`src/rtl/pipe_stage_skid.sv`:
```
// Elastic pipeline stage: valid/ready handshake, synchronous flush and a 2-entry skid buffer.
// Optional stall counter output enabled by defining PIPE_STAGE_PERF_EN.
module pipe_stage_skid #(
    parameter int unsigned       WIDTH     = 32,
    parameter logic [WIDTH-1:0]  CLEAR_VAL = '0,
    parameter int unsigned       CNT_W     = 16
) (
    input  logic             clk,
    input  logic             reset,
    input  logic             flush,
    input  logic             in_valid,
    output logic             in_ready,
    input  logic [WIDTH-1:0] in_data,
    output logic             out_valid,
    input  logic             out_ready,
    output logic [WIDTH-1:0] out_data,
    output logic [1:0]       occupancy
`ifdef PIPE_STAGE_PERF_EN
    ,
    output logic [CNT_W-1:0] stall_cnt
`endif
);

    typedef enum logic [1:0] {
        S_EMPTY = 2'b00,
        S_BUSY  = 2'b01,
        S_FULL  = 2'b10
    } state_t;

    state_t           state, state_nxt;
    logic [WIDTH-1:0] main_q, main_nxt;
    logic [WIDTH-1:0] skid_q, skid_nxt;
    logic             out_valid_nxt;
    logic             in_ready_nxt;
    logic [1:0]       occupancy_nxt;
    logic             in_fire;
    logic             out_fire;

    assign in_fire  = in_valid & in_ready;
    assign out_fire = out_valid & out_ready;
    assign out_data = main_q;

    // State, storage and handshake outputs all come straight from flops
    always_ff @(posedge clk or posedge reset) begin
        if (reset) begin
            state     <= S_EMPTY;
            main_q    <= CLEAR_VAL;
            skid_q    <= CLEAR_VAL;
            out_valid <= 1'b0;
            in_ready  <= 1'b1;
            occupancy <= 2'd0;
        end else begin
            state     <= state_nxt;
            main_q    <= main_nxt;
            skid_q    <= skid_nxt;
            out_valid <= out_valid_nxt;
            in_ready  <= in_ready_nxt;
            occupancy <= occupancy_nxt;
        end
    end

    // Next state and storage; flush overrides any handshake in the same cycle
    always_comb begin
        state_nxt = state;
        main_nxt  = main_q;
        skid_nxt  = skid_q;
        if (flush) begin
            state_nxt = S_EMPTY;
            main_nxt  = CLEAR_VAL;
            skid_nxt  = CLEAR_VAL;
        end else begin
            case (state)
                S_EMPTY: begin
                    if (in_fire) begin
                        state_nxt = S_BUSY;
                        main_nxt  = in_data;
                    end
                end
                S_BUSY: begin
                    if (in_fire && out_fire) begin
                        main_nxt = in_data;
                    end else if (in_fire) begin
                        state_nxt = S_FULL;
                        skid_nxt  = in_data;
                    end else if (out_fire) begin
                        state_nxt = S_EMPTY;
                    end
                end
                S_FULL: begin
                    if (out_fire) begin
                        state_nxt = S_BUSY;
                        main_nxt  = skid_q;
                    end
                end
                default: state_nxt = S_EMPTY;
            endcase
        end
    end

    // Output flags decoded from the next state so they are registered with it
    always_comb begin
        out_valid_nxt = 1'b0;
        in_ready_nxt  = 1'b1;
        occupancy_nxt = 2'd0;
        case (state_nxt)
            S_BUSY: begin
                out_valid_nxt = 1'b1;
                occupancy_nxt = 2'd1;
            end
            S_FULL: begin
                out_valid_nxt = 1'b1;
                in_ready_nxt  = 1'b0;
                occupancy_nxt = 2'd2;
            end
            default: ;
        endcase
    end

`ifdef PIPE_STAGE_PERF_EN
    localparam logic [CNT_W-1:0] CNT_MAX = '1;

    // Saturating backpressure counter; only reset clears it
    always_ff @(posedge clk or posedge reset) begin
        if (reset) begin
            stall_cnt <= '0;
        end else if (out_valid && !out_ready && (stall_cnt != CNT_MAX)) begin
            stall_cnt <= stall_cnt + CNT_W'(1);
        end
    end
`else
    logic [CNT_W-1:0] unused_cnt_w;
    assign unused_cnt_w = '0;
`endif

endmodule

```
`config.mk`:
```
export PLATFORM = sky130hd
export DESIGN_NAME = pipe_stage_skid
export DESIGN_NICKNAME = d
export VERILOG_FILES = /design/src/rtl/pipe_stage_skid.sv
export SDC_FILE = /design/constraint.sdc
export NUM_CORES = 1
export LEC_CHECK = 0
export BUFFER_PORTS_ARGS = -buffer_cell sky130_fd_sc_hd__buf_2
export CORE_MARGIN = 5
export CORE_UTILIZATION = 30
export CTS_CLUSTER_SIZE = 8
export DETAILED_ROUTE_END_ITERATION = 10
export GPL_TIMING_DRIVEN = 0
export HOLD_SLACK_MARGIN = 0.12
export PLACE_DENSITY = 0.59
export SYNTH_ARGS = -nofsm -noshare
export SYNTH_HDL_FRONTEND = slang
export SYNTH_SLANG_ARGS = --single-unit
```
`constraint.sdc`:
```
create_clock -name clk -period 4.75 [get_ports clk]
set_input_delay 0.95 -clock clk [delete_from_list [all_inputs] [get_ports clk]]
set_output_delay 0.95 -clock clk [all_outputs]
set_load 0.01 [all_outputs]
```
==> run summary <==
Status -> finished clean
Worst EP arrival -> 2.44 ns
Final sum of negative setup slack -> 0 ns
Die Height -> 115.1 um
Post-layout worst setup margin -> 2.545 ns
Cell area after technology mapping -> 3314 um2
Routed wire per std cell -> 17.76 um
Number of cells on the worst reg-to-reg path -> 7
Core area -> 10840 um2
Fraction of layout cells with a size suffix above 1 -> 42.07%
Total vias in the final route -> 2424
Die area -> 13250 um2
Number of distinct library cells after synthesis -> 29
Critical path's top delay family -> simple AND/OR/NAND/NOR gates
Initial antenna violation count -> 0
Insertion delay of the later-clocked pin in the worst-skew pair -> 0.34 ns
Pins over their slew limit -> 0
Start of the worst register-to-register path -> state[1]$_DFF_PP0_
Static power due to leakage -> 0.001865 uW
Largest voltage drop on the vdd net -> 198.3 uV
Post-CTS Repair Setup Buffers -> 0
Area growth from synthesis to layout -> 22.50%
Overall power -> 1759 uW
Post-Place Cell Area -> 3872 um2
Net count after synthesis -> 303
Number of inserted diodes -> 0
Remaining Overflow, GRT -> 0
Cell with the biggest individual delay on the critical path -> sky130_fd_sc_hd__o311a_1
Total CTS buffers -> 9
Residual antenna-violating net count after detailed routing -> 0
Worst-path maximum fanout -> 4
CTS tree -> built
Top Ports -> 73
Number of synthesized register bits -> 70
Final routed DRC violation total -> 0
Tmin final -> 2.205 ns
Endpoint class of the critical path -> register
Number of fill cells in the layout -> 1104
Min-delay src -> skid_q[21]$_DFFE_PP0P_
Mean cell area of the mapped netlist -> 12.80 um2
Required time at the endpoint of the critical path -> 4.99 ns
Reg-to-Reg End -> out_valid$_DFF_PP0_
Root Buffer Master -> sky130_fd_sc_hd__clkbuf_8
Total half-perimeter wirelength after legalization and detailed placement -> 6031 um
Cell Chain, Critical Path -> buf_2, nand2_1, nor2_2, o311a_1, or3_1, ha_1, inv_1
Fraction of the yosys area taken by sequential cells -> 52.89%
Level count of the clock H-tree -> 3
Number of sinks handled by clock tree synthesis -> 70
Worst Setup Start Kind -> input port
Tot GR Track Use -> 13.64%
Vias in the first global route -> 2663
Highest achievable clock rate -> 0.4534 GHz
Endpoints failing setup -> 0
TritonRoute pass-1 iters -> 4
Post-route cell area -> 4060 um2
Worst setup slack for register-to-register paths -> 2.69 ns
Final-report hold violation count -> 0
WHS Path Cells -> 1
Unrepaired setup endpoints after global routing -> no
Headroom to the max-slew limit -> 49.98%
Initial Utilization -> 30.57%
Terminating pin of the worst hold path -> skid_q[21]$_DFFE_PP0P_
Global-route wire length before repair -> 14000 um
Startpoint-to-endpoint class of the critical path -> in2reg
Pin count of the biggest net entering global routing -> 37
Die W -> 115.1 um
Core Rows -> 38
Resized cells post-CTS -> 0
Worst hold path type -> reg2reg
Max-cap viol count -> 0
Cell count after synthesis -> 259
Maximum root-to-sink buffer count -> 2
Gp weighted congestion -> 0.7504
Post-CTS clock slew at the launch and capture registers of the worst setup and hold paths -> 0.07 ns
Critical path buffers and inverters -> 2
Hold bufs inserted after CTS -> 0
Sum of routed wire length over all layers -> 8649 um
Crit path largest cell delay -> 0.39 ns
Transition time at the pin with the least slew margin -> 0.7503 ns
# nets final -> 387
Average vias per placed instance -> 4.977
Pre-CTS worst setup slack -> 2.193 ns
Detailed Route Iter0 Violations -> 109
Port Buffers -> 72
Pwr/cell area -> 433.2 nW/um2
Count of yosys warnings during synthesis -> 0
Final worst path period share -> 46.43%
Clk_skew -> 0.007741 ns
-- registers in the layout, summed over array words and instances, names as in the netlist --
register	flops
out_data	32
skid_q	32
occupancy	2
state	2
in_ready	1
out_valid	1
-- power breakdown --
group	internal, uW	total, uW	switching (uW)
Combinational	225	548	323
Sequential	684	735	51.1
Clock	251	476	225
Total	1160	1760	599
-- synth_stat cells --
library cell	n	share of area [%]
sky130_fd_sc_hd__nor2_2	1	0.19
sky130_fd_sc_hd__a211o_1	1	0.26
sky130_fd_sc_hd__and2_1	2	0.38
sky130_fd_sc_hd__a21oi_1	33	5.0
sky130_fd_sc_hd__nor3_1	1	0.15
sky130_fd_sc_hd__buf_2	16	2.4
sky130_fd_sc_hd__mux2i_1	32	9.7
sky130_fd_sc_hd__nor3_2	1	0.30
sky130_fd_sc_hd__ha_1	7	2.6
sky130_fd_sc_hd__and2_2	1	0.23
sky130_fd_sc_hd__nand4_1	1	0.19
sky130_fd_sc_hd__o21ai_0	2	0.30
sky130_fd_sc_hd__nand2b_1	1	0.19
sky130_fd_sc_hd__nor2_1	2	0.23
sky130_fd_sc_hd__buf_6	3	1.0
sky130_fd_sc_hd__a211oi_2	30	11
sky130_fd_sc_hd__dfrtp_1	69	52
sky130_fd_sc_hd__clkbuf_1	4	0.45
sky130_fd_sc_hd__nand2_1	4	0.45
sky130_fd_sc_hd__a211oi_1	3	0.68
sky130_fd_sc_hd__buf_4	1	0.23
sky130_fd_sc_hd__o21ai_1	1	0.15
sky130_fd_sc_hd__a22o_1	32	8.5
sky130_fd_sc_hd__o311a_1	1	0.30
sky130_fd_sc_hd__or3_1	1	0.19
sky130_fd_sc_hd__dfstp_2	1	0.79
sky130_fd_sc_hd__inv_1	5	0.57
sky130_fd_sc_hd__a22oi_4	1	0.64
sky130_fd_sc_hd__a21oi_2	2	0.53
-- per-stage QoR --
step	std cells	hold WS, ns	util (%)
3_3_place_gp	471	0.4870	35.51
4_1_cts	487	0.5122	37.45
6_report	487	0.5072	37.45
5_1_grt	487	0.5258	37.45
2_1_floorplan	259	0.4727	-
3_5_place_dp	472	0.4916	35.72
-- cells by family (layout without fill, tap and decap cells) --
group | count (synthesis) | count (layout) | share of synthesized area, %
muxes | 32 | 32 | 9.664
buffers and inverters | 29 | 117 | 4.681
adders and majority gates | 7 | 7 | 2.642
DFF | 70 | 70 | 52.89
AOI/OAI and AO/OA | 106 | 106 | 27.63
and+or+nand+nor | 15 | 15 | 2.492
-- worst register-to-register path, stage by stage, from the launching register on --
cell	delay, ns
sky130_fd_sc_hd__dfrtp_1	0.42
sky130_fd_sc_hd__inv_1	0.11
sky130_fd_sc_hd__ha_1	0.28
sky130_fd_sc_hd__nand2_1	0.09
sky130_fd_sc_hd__o311a_1	0.37
sky130_fd_sc_hd__or3_1	0.36
sky130_fd_sc_hd__ha_1	0.30
sky130_fd_sc_hd__inv_1	0.03
-- layer usage --
layer,track usage [%],wire length [um],vias to the layer above
li1,-,-,1140
met1,18.76,4148,1223
met2,20.79,3922,56
met3,5.000,527,5
met4,2.739,50,0
met5,0,0,-
-- how the worst max path moves through the flow --
stage,startpoint,to,slack [ns],cells after the start
2_1_floorplan,reset,occupancy[0]$_DFF_PP0_,2.03,1
3_3_place_gp,reset,skid_q[20]$_DFFE_PP0P_,1.05,2
3_5_place_dp,in_valid,out_valid$_DFF_PP0_,2.19,7
4_1_cts,in_valid,out_valid$_DFF_PP0_,2.57,7
5_1_grt,in_valid,out_valid$_DFF_PP0_,2.52,7
6_report,in_valid,out_valid$_DFF_PP0_,2.54,7
-- layout by cell type (no fill, tap or decap), types with 3 or more instances in the layout --
master	Yosys	layout
sky130_fd_sc_hd__a22o_1	32	32
sky130_fd_sc_hd__clkbuf_8	0	10
sky130_fd_sc_hd__clkinv_2	0	4
sky130_fd_sc_hd__a211oi_2	30	30
sky130_fd_sc_hd__nand2_1	4	4
sky130_fd_sc_hd__a211oi_1	3	3
sky130_fd_sc_hd__buf_6	3	3
sky130_fd_sc_hd__a21oi_1	33	33
sky130_fd_sc_hd__dfrtp_1	69	69
sky130_fd_sc_hd__ha_1	7	7
sky130_fd_sc_hd__inv_1	5	4
sky130_fd_sc_hd__buf_2	16	88
sky130_fd_sc_hd__mux2i_1	32	32
sky130_fd_sc_hd__clkbuf_1	4	4
-- area by class of cell --
cell class	instances	area, um2	area share (%)
Inverter	5	21.27	0.5239
Timing Repair Buffer	73	380.4	9.368
Multi-Input combinational cell	160	1406	34.64
Clock inverter	5	50.05	1.233
Clock buffer	10	137.6	3.390
Tap cell	140	175.2	4.314
Buffer	24	136.4	3.359
Sequential cell	70	1753	43.17
No activity file was read; power rests on OpenSTA's default activity.
